`src/rtl/divider_pkg.sv`:
```
// Shared types and constants for the restoring divider and its step logic.
package divider_pkg;

    // Controller states, held in a 2-bit register.
    typedef enum logic [1:0] {
        IDLE = 2'd0,
        CALC = 2'd1,
        DONE = 2'd2
    } state_t;

    // Divisor/remainder width used when the parent does not override N.
    localparam int DEFAULT_N = 8;

    // Fill bit replicated across the quotient when the divisor is zero.
    localparam logic DIV_ZERO_Q_BIT = 1'b1;

endpackage

```
`src/rtl/divider_div_step.sv`:
```
// One restoring-division step: shift in the next dividend bit, then try to
// subtract the divisor and report whether the subtraction was kept.
module div_step
    import divider_pkg::*;
#(
    parameter int N = DEFAULT_N
) (
    input  logic [N:0]   rem_i,
    input  logic         bit_i,
    input  logic [N-1:0] divisor_i,
    output logic [N:0]   rem_o,
    output logic         qbit_o
);

    logic [N+1:0] shifted;
    logic [N+1:0] divisorExt;

    // Compare the shifted remainder with the divisor and restore on underflow.
    always_comb begin
        shifted    = {rem_i, bit_i};
        divisorExt = {2'b00, divisor_i};
        qbit_o     = (shifted >= divisorExt);
        rem_o      = qbit_o ? (N+1)'(shifted - divisorExt) : shifted[N:0];
    end

endmodule

```
`src/rtl/divider.sv`:
```
// Sequential unsigned restoring divider: 2N-bit dividend by N-bit divisor,
// one quotient bit per clock, with a one-edge shortcut for divide-by-zero.
module divider
    import divider_pkg::*;
#(
    parameter int N = DEFAULT_N
) (
    input  logic           clock,
    input  logic           reset,
    input  logic           start,
    input  logic [2*N-1:0] Z,
    input  logic [N-1:0]   Y,
    output logic [2*N-1:0] Q,
    output logic [N-1:0]   R,
    output logic           busy,
    output logic           done,
    output logic           div_zero
);

    localparam int CW = $clog2(2*N);

    state_t         state_q;
    state_t         state_d;

    logic [2*N-1:0] dividend_q;
    logic [N-1:0]   divisor_q;
    logic [N:0]     rem_q;
    logic [CW-1:0]  count_q;
    logic [2*N-1:0] quot_q;
    logic [N-1:0]   rmd_q;
    logic           divZero_q;

    logic [N:0]     stepRem;
    logic           stepQBit;

    // The dividend register doubles as the quotient shift register: its MSB
    // feeds the step and the new quotient bit enters at its LSB.
    div_step #(.N(N)) u_step (
        .rem_i     (rem_q),
        .bit_i     (dividend_q[2*N-1]),
        .divisor_i (divisor_q),
        .rem_o     (stepRem),
        .qbit_o    (stepQBit)
    );

    // State register.
    always_ff @(posedge clock or posedge reset) begin
        if (reset) begin
            state_q <= IDLE;
        end else begin
            state_q <= state_d;
        end
    end

    // Next-state logic; start only matters while idle.
    always_comb begin
        state_d = state_q;
        case (state_q)
            IDLE: begin
                if (start) begin
                    state_d = (Y != '0) ? CALC : DONE;
                end
            end
            CALC: begin
                if (count_q == '0) begin
                    state_d = DONE;
                end
            end
            DONE: begin
                state_d = IDLE;
            end
            default: begin
                state_d = IDLE;
            end
        endcase
    end

    // Status outputs decoded straight from the state register.
    always_comb begin
        busy = 1'b0;
        done = 1'b0;
        case (state_q)
            CALC:    busy = 1'b1;
            DONE:    done = 1'b1;
            default: begin
                busy = 1'b0;
                done = 1'b0;
            end
        endcase
    end

    // Operand capture, iterative datapath and held result registers.
    always_ff @(posedge clock or posedge reset) begin
        if (reset) begin
            dividend_q <= '0;
            divisor_q  <= '0;
            rem_q      <= '0;
            count_q    <= '0;
            quot_q     <= '0;
            rmd_q      <= '0;
            divZero_q  <= 1'b0;
        end else begin
            case (state_q)
                IDLE: begin
                    if (start) begin
                        if (Y != '0) begin
                            dividend_q <= Z;
                            divisor_q  <= Y;
                            rem_q      <= '0;
                            count_q    <= CW'(2*N-1);
                            divZero_q  <= 1'b0;
                        end else begin
                            quot_q    <= {(2*N){DIV_ZERO_Q_BIT}};
                            rmd_q     <= Z[N-1:0];
                            divZero_q <= 1'b1;
                        end
                    end
                end
                CALC: begin
                    rem_q      <= stepRem;
                    dividend_q <= {dividend_q[2*N-2:0], stepQBit};
                    count_q    <= count_q - CW'(1);
                    if (count_q == '0) begin
                        quot_q <= {dividend_q[2*N-2:0], stepQBit};
                        rmd_q  <= stepRem[N-1:0];
                    end
                end
                default: begin
                end
            endcase
        end
    end

    assign Q        = quot_q;
    assign R        = rmd_q;
    assign div_zero = divZero_q;

endmodule
```
`config.mk`:
```
export PLATFORM = sky130hd
export DESIGN_NAME = divider
export DESIGN_NICKNAME = d
export VERILOG_FILES = /design/src/rtl/divider_pkg.sv /design/src/rtl/divider_div_step.sv /design/src/rtl/divider.sv
export SDC_FILE = /design/constraint.sdc
export NUM_CORES = 1
export LEC_CHECK = 0
export CAP_MARGIN = 15
export CORE_MARGIN = 5
export CORE_UTILIZATION = 45
export CTS_CLUSTER_DIAMETER = 40
export CTS_CLUSTER_SIZE = 24
export DETAILED_ROUTE_END_ITERATION = 10
export GPL_ROUTABILITY_DRIVEN = 0
export PLACE_DENSITY = 0.79
export RECOVER_POWER = 100
export SYNTH_ARGS = -nofsm -noshare
export SYNTH_HDL_FRONTEND = slang
export SYNTH_SLANG_ARGS = --single-unit
```
`constraint.sdc`:
```
create_clock -name clock -period 7.7 [get_ports clock]
set_input_delay 1.54 -clock clock [delete_from_list [all_inputs] [get_ports clock]]
set_output_delay 1.54 -clock clock [all_outputs]
set_load 0.005 [all_outputs]
```
=== Word-level counts from Yosys, hierarchy flattened ===
Index checks and enable logic that the tools add are counted.

* Flip-flop bits (word level): 64
* Input port bits: 27
* Output and inout bits: 27
* Word-level logic and storage cells: 51

* Add/subtract/negate cells: 2
* Magnitude comparators: 1
* Eq/ne operators: 6
* Muxes and demuxes: 25
* Reduce and logical (&&, ||, !) cells: 9

{| class="wikitable"
|+ Operators by type and width
! cell !! number
|-
| 16-bit 2-to-1 mux || 5
|-
| 16-bit one-hot mux with 2 select lines || 2
|-
| 9-bit 2-to-1 mux || 3
|-
| 8-bit 2-to-1 mux || 3
|-
| 9-bit one-hot mux with 2 select lines || 1
|-
| 8-bit one-hot mux with 2 select lines || 1
|-
| 10-bit by 8-bit greater-or-equal comparator with 1-bit output || 1
|-
| 9-bit by 8-bit subtractor with 9-bit output || 1
|-
| 4-bit 2-to-1 mux || 2
|-
| 2-bit inequality test, second input constant || 4
|-
| 4-bit one-hot mux with 2 select lines || 1
|-
| 8-bit nonzero test || 1
|-
| 2-bit 2-to-1 mux || 3
|-
| 3-bit AND reduction || 2
|-
| 4-bit zero test || 1
|-
| 2-bit one-hot mux with 2 select lines || 1
|-
| 2-bit AND reduction || 2
|-
| 4-bit AND reduction || 1
|-
| 4-bit by 1-bit subtractor with 4-bit output, second input constant || 1
|-
| 1-bit 2-to-1 mux || 3
|-
| 2-bit by 1-bit equality test with 1-bit output, second input constant || 1
|-
| 2-bit equality test, second input constant || 1
|-
| 2-bit zero test || 1
|-
| 2-bit nonzero test || 1
|}

=== Longest topological paths before layout ===
Gate-level depths: netlist (run 1).

* Word-level depth: 4
* Mapped depth: 11
* Depth with buffers taken out: 9

=== Hierarchy ===
Synthesis (run 1) repeated with hierarchy kept, for this count alone.

* Cells, all modules: 311
* Area, all modules: 3280.6 um^2

{| class="wikitable"
|+ Modules (own cells, without submodules)
! module !! instances !! cells an instance !! area an instance (um^2) !! sequential area each (um^2)
|-
| divider || 1 || 236 || 2757.6 || 1601.5
|-
| div_step || 1 || 75 || 523.0 || 0.0
|}

=== Worst setup path before layout (run 1) ===
Ideal clock, no wire load.

* Path type: input -> register
* Start point: input Y[0]
* End point: register rmd_q[1] (netlist: R[1])
* Library setup time: 0.084 ns
* Data arrival time: 2.816 ns
* Required time: 7.616 ns
* Slack: 4.801 ns
* Stages: 8
* Buffers on the path: 2
* Cells stage by stage: nor4_2 a32oi_1 or2_0 clkbuf_1 inv_2 buf_2 nor2_1 a41oi_2

* Longest elaborated chain between the ends: 3

{| class="wikitable"
|+ Ends and longest elaborated chain
! item !! RTL line !! RTL
|-
| start: declaration || divider.sv:12 || <nowiki>input logic [N-1:0] Y,</nowiki>
|-
| 8-bit nonzero test || divider.sv:106 || <nowiki>if (Y != '0) begin</nowiki>
|-
| 2-bit inequality test (no line) || n/a ||
|-
| 4-bit AND reduction (no line) || n/a ||
|-
| end signal: assignment || divider.sv:114 || <nowiki>rmd_q <= Z[N-1:0];</nowiki>
|-
| end signal: assignment || divider.sv:125 || <nowiki>rmd_q <= stepRem[N-1:0];</nowiki>
|-
| end: declaration || divider.sv:30 || <nowiki>logic [N-1:0] rmd_q;</nowiki>
|}

Every way passes these cells.
A chain may end at the register's enable or synchronous reset.

==> results of run 1 <==
-- Yosys cell counts, types with 5 or more instances --
library cell | count | area [µm²]
clkbuf_1 | 10 | 37.5
nand3_1 | 6 | 30.0
nand2b_1 | 5 | 31.3
inv_1 | 15 | 56.3
a31oi_1 | 17 | 106
a21o_1 | 5 | 37.5
dfrtp_1 | 64 | 1600
ha_1 | 9 | 113
nand2_1 | 53 | 199
a21oi_1 | 24 | 120
o21ai_0 | 10 | 50.1
nor2_1 | 60 | 225
buf_2 | 6 | 30.0
-- power groups by stage --
stage / clock, W / combinational [W] / sequential [W]
after floorplan: 0 / 0.000726 / 0.000601
after global placement: 0 / 0.000944 / 0.000622
after detailed placement: 0 / 0.000978 / 0.000624
after CTS: 0.000303 / 0.000987 / 0.000618
after global routing: 0.000316 / 0.00107 / 0.000636
final: 0.000295 / 0.000955 / 0.000615
-- metal layers --
| layer | GRT usage [%] | up-vias | wire (µm) |
|---|---|---|---|
| met1 | 22.4 | 1286 | 3410 |
| met3 | 4.50 | 12 | 280 |
| li1 | - | 1315 | - |
| met4 | 9.12 | 0 | 142 |
| met5 | 0 | - | 0 |
| met2 | 27.8 | 50 | 3680 |
-- stage by stage --
stage | std cells | worst slack, ps | hold WS [ps] | total power, W
detailed placement | 488 | 3770 | 486 | 0.00160
global route | 505 | 2180 | 526 | 0.00202
global placement | 488 | 3900 | 467 | 0.00157
CTS | 504 | 3840 | 502 | 0.00191
floorplan | 354 | 4560 | 444 | 0.00133
finish | 505 | 2850 | 499 | 0.00187
-- worst reg2reg max path, cell delays in order, from the launching register on --
cell and delay, ps:
dfrtp_1 460, nand2b_1 170, buf_4 260, inv_1 100, clkbuf_1 1140, o21ai_0 280
a211o_1 340, a41oi_1 200
-- worst max path at each step --
stage,endpoint,from,cells past startpoint
after floorplan,Q[0],reset,1
after global placement,R[6],Y[0],6
after detailed placement,R[6],Y[0],6
after CTS,busy,state_q[1],5
after global routing,Q[10],reset,3
final,dividend_q[3],reset,3
-- layout make-up --
cell class / count / area share [%]
clock buffer: 10 / 3.41
multi-input combinational: 252 / 36.7
sequential: 64 / 39.7
inverter: 16 / 1.49
timing repair buffer: 58 / 13.9
tap: 99 / 3.07
clock inverter: 6 / 1.68
-- cell families (layout without fill, tap and decap cells) --
family / count (synthesis) / count (layout) / synth area share, %
mux: 5 / 5 / 1.63
simple gates: 149 / 149 / 20.6
fa+ha+maj: 10 / 10 / 4.03
buf+inv: 38 / 90 / 5.51
compound gates: 84 / 84 / 18.4
xor+xnor: 4 / 4 / 1.06
flops: 64 / 64 / 48.7
-- flip-flops by register name, summed over array words and instances (netlist names) --
signal,count
divisor_q,8
div_zero,1
R,8
rem_q,9
Q,16
dividend_q,16
count_q,4
state_q,2
==> flow_metrics.py, run 1 <==
metrics = {
    "pwr": {
        "pwr-share-comb_pct": 51.2,
        "p_seq_share_pct": 33.0,
        "p_clk_share_pct": 15.8,
        "swShare_pct": 41.4,
        "max-vdd-ir-drop_mv": 0.291,
        "p_leak_nw": 1.78,
        "p_sw_w": 0.000773,
        "power_density_nw_per_um2": 463,
        "p_int_w": 0.00109,
    },
    "timing": {
        "relSlewSlack_pct": -125,
        "setup_violations": 0,
        "tns_ps": 0,
        "clock_skew_ps": 7.88,
        "worst_pin_slew_ps": 3380,
        "rsz0062_at_grt": "no",
        "period_share_pct": 63.0,
        "maxSlewViolCount": 99,
        "period_needed_ps": 4850,
        "max_freq_mhz": 206,
        "hold_viol": 0,
    },
    "route": {
        "routedWlPerCell_um": 14.9,
        "via_count": 2663,
        "viasPerCell": 5.27,
        "routed_wirelength_um": 7510,
        "remaining_drc_errors": 0,
        "drtAntennaViolNets": 0,
        "dr.pass1.iters": 4,
        "drt_iter0_markers": 141,
    },
    "global_route": {
        "grt_max_degree": 65,
        "overflow": 0,
        "grt_pass1_wl_um": 12300,
        "grt_usage_pct": 17.7,
        "grt_pass1_vias": 2651,
        "antenna_found_initial": 0,
    },
    "floorplanning": {
        "dieHeight_um": 95.5,
        "core_um2": 7180,
        "fp-row-count": 31,
        "boundaryPins": 54,
        "start_util_pct": 45.9,
        "die_area_um2": 9120,
        "die_w_um": 95.5,
    },
    "cts": {
        "h-tree-depth": 3,
        "clk_latency_ps": 340,
        "cts_setup_buffers": 0,
        "cts_resized": 0,
        "cts_buffers": 9,
        "cts_tree": "done",
        "clk_pin_slew_ps": 70,
        "hold_buffers": 0,
        "clock_sinks": 64,
        "cts-root-buf": "clkbuf_8",
        "clockBufferDepth": 2,
    },
    "yosys": {
        "synth_seq_cells": 64,
        "ys.flop_type": "dfrtp_1",
        "syn_area_per_cell_um2": 9.30,
        "ys_async_sr_fraction_pct": 100,
        "ys_types": 55,
        "synth_edf_count": 0,
        "synthCells": 354,
        "netlist_area_um2": 3290,
        "synth_nets": 391,
        "ys_seq_area_share_pct": 48.7,
        "ys.warnings.count": 0,
    },
    "final_layout": {
        "regArea_um2": 1600,
        "stdcell_area_um2": 4030,
        "n_antenna_cell": 0,
        "layout_common_cells": "dfrtp_1 (64), nor2_1 (60), nand2_1 (53)",
        "fillers": 646,
        "post-route-util_pct": 56.2,
        "layout.nets": 438,
        "area_growth_pct": 22.5,
        "drive_gt1_share_pct": 7.64,
        "multi_input_comb_area_um2": 1480,
        "layout_commonest_cell": "dfrtp_1",
    },
    "worst_setup_path": {
        "cpPeakStageDelay_ps": 2360,
        "cp_slowest_cell": "clkbuf_1",
        "required_ps": 7390,
        "path_class": "input pin to asynchronous set/reset pin",
        "rr_worst_depth": 7,
        "r2r-end": "R[6]",
        "timing.rr.start": "state_q[1]",
        "cp_max_fo": 64,
        "startpoint_type": "input pin",
        "r2r_setup_slack_ps": 4650,
        "crit_chain": "dlygate4sd3_1, clkinv_1, clkbuf_1",
        "worst-path-buf-inv": 3,
        "critPathTopFamily": "buffers and inverters",
        "cp_data_arrival_time_ps": 4540,
        "crit_path_end_kind": "asynchronous set/reset pin",
    },
    "worst_hold_path": {
        "min_path_type": "flip-flop to flip-flop",
        "holdPathStages": 2,
        "holdPathEnd": "rem_q[8]",
        "hp-start": "rem_q[8]",
    },
    "flow_run": {
        "maxCapViolCount": 2,
    },
    "place": {
        "place_area_um2": 3860,
        "dp.final_hpwl_um": 5170,
        "port_buffers": 53,
    },
    "run_status": {
        "violations": "capacitance limit, slew limit",
        "status": "complete, but fails checks",
    },
}
Power figures use the tool's default switching activity.
==> run 2: changes to the inputs <==
- clock period: 7.7 -> 4.6 ns (I/O delays scaled with it)
==> run 2 against run 1 <==
  * The flow now finishes without violations
  * Setup slack lost 1700 ps
  * Clock skew increased by 2.2 ps
  * Die area unchanged
  * Final area shrank 1.3%
  * Sequential cell count is the same
  * Sequential share of layout area up 0.51 points
  * Combinational power rose by 60%
  * Critical path type is now flip-flop to flip-flop
  * Largest power group unchanged
==> flow_metrics.py, run 2 (synthesis results as in run 1) <==
metrics = {
    "place": {
        "dp.final_hpwl_um": 5290,
        "place_ws_ps": 1280,
        "numPlacedInstances": 490,
        "port_buffers": 53,
    },
    "run_status": {
        "status": "finished, final reports clean",
    },
    "worst_hold_path": {
        "min_path_type": "flip-flop to flip-flop",
    },
    "worst_setup_path": {
        "r2r_setup_slack_ps": 1140,
        "cp_data_arrival_time_ps": 3710,
        "r2r-end": "R[0]",
        "cp_max_fo": 16,
        "timing.rr.start": "dividend_q[15]",
        "path_class": "flip-flop to flip-flop",
        "crit_path_end_kind": "flip-flop",
        "startpoint_type": "flip-flop",
        "crit_start": "dividend_q[15]",
        "rr_worst_depth": 10,
        "required_ps": 4850,
        "endpoint": "R[0]",
    },
    "timing": {
        "tns_ps": 0,
        "max_freq_mhz": 289,
        "clock_skew_ps": 10.0,
        "hold_viol": 0,
        "rsz0062_at_grt": "no",
        "maxSlewViolCount": 0,
        "period_needed_ps": 3460,
        "relSlewSlack_pct": 0.994,
        "setup_violations": 0,
        "setup_slack_ps": 1140,
        "worst_pin_slew_ps": 1490,
        "period_share_pct": 75.1,
    },
    "final_layout": {
        "final_cells": 507,
        "layout_common_cells": "dfrtp_1 (64), nor2_1 (60), nand2_1 (53)",
        "layout_commonest_cell": "dfrtp_1",
        "layout.nets": 440,
        "area_growth_pct": 21.0,
        "drive_gt1_share_pct": 6.62,
        "n_antenna_cell": 0,
    },
    "global_route": {
        "antenna_found_initial": 0,
        "grt_max_degree": 52,
        "grt_pass1_wl_um": 12800,
        "grt_pass1_vias": 2662,
        "grt_usage_pct": 18.4,
        "overflow": 0,
    },
    "floorplanning": {
        "dieHeight_um": 95.5,
        "fp-row-count": 31,
        "die_area_um2": 9120,
        "die_w_um": 95.5,
        "core_um2": 7180,
        "boundaryPins": 54,
        "start_util_pct": 45.9,
    },
    "route": {
        "remaining_drc_errors": 0,
        "drt_iter0_markers": 224,
        "routed_wirelength_um": 7460,
        "routedWlPerCell_um": 14.7,
        "drtAntennaViolNets": 0,
        "dr.pass1.iters": 5,
        "viasPerCell": 5.34,
        "via_count": 2706,
    },
    "cts": {
        "clk_pin_slew_ps": 70,
        "cts_resized": 0,
        "h-tree-depth": 3,
        "hold_buffers": 0,
        "cts_buffers": 9,
        "clockBufferDepth": 2,
        "cts_tree": "done",
        "clk_latency_ps": 340,
        "cts_setup_buffers": 0,
        "clock_sinks": 64,
        "cts-root-buf": "clkbuf_8",
    },
    "pwr": {
        "max-vdd-ir-drop_mv": 0.393,
        "power_density_nw_per_um2": 754,
        "p_leak_nw": 1.76,
    },
    "flow_run": {
        "maxCapViolCount": 0,
    },
}
[run 2: metrics by stage]
step / instance area, µm² / total power, W / utilization (%) / hold slack (ps)
after floorplan: 3290 / 0.00222 / - / 444
after global placement: 3870 / 0.00264 / 54.0 / 473
after detailed placement: 3870 / 0.00269 / 54.0 / 478
after CTS: 4060 / 0.00315 / 56.5 / 494
after global routing: 3980 / 0.00328 / 55.5 / 530
final: 3980 / 0.00300 / 55.5 / 493
[run 2: worst min-delay path by stage]
| stage | startpoint | end | slack, ps | cells after the start |
|---|---|---|---|---|
| after floorplan | rem_q[8] | rem_q[8] | 440 | 2 |
| after global placement | rem_q[8] | rem_q[8] | 470 | 2 |
| after detailed placement | rem_q[8] | rem_q[8] | 480 | 2 |
| after CTS | rem_q[8] | rem_q[8] | 490 | 2 |
| after global routing | rem_q[8] | rem_q[8] | 530 | 2 |
| final | rem_q[8] | rem_q[8] | 490 | 2 |
[run 2: area by class of cell]
cell class,count,area [µm²]
Fill cell,660,3190
Tap cell,99,124
Timing Repair Buffer,60,564
Clock inverter,4,28.8
Clock buffer,12,155
Multi-Input combinational cell,252,1450
Inverter,16,60.1
Sequential cell,64,1600
[run 2: critical path: stages, from the launching register on]
cell and delay (ps):
dfrtp_1 380, inv_1 70, ha_1 150, inv_1 50
fa_1 400, a211oi_1 330, o31ai_1 230, a2111oi_4 490
clkbuf_1 630, mux2_1 420, o221ai_1 190
[run 2: routing by layer]
metal,part of all wire [%],global-route usage [%]
met1,43,23.6
met2,50,30.0
met3,5.2,4.66
met4,2.0,6.87
met5,0,0
[run 2: power breakdown]
group	internal, W	switching, W	total [W]
logic	0.000686	0.000844	0.00153
registers	0.000845	0.000185	0.00103
clock network	0.000225	0.000216	0.000441
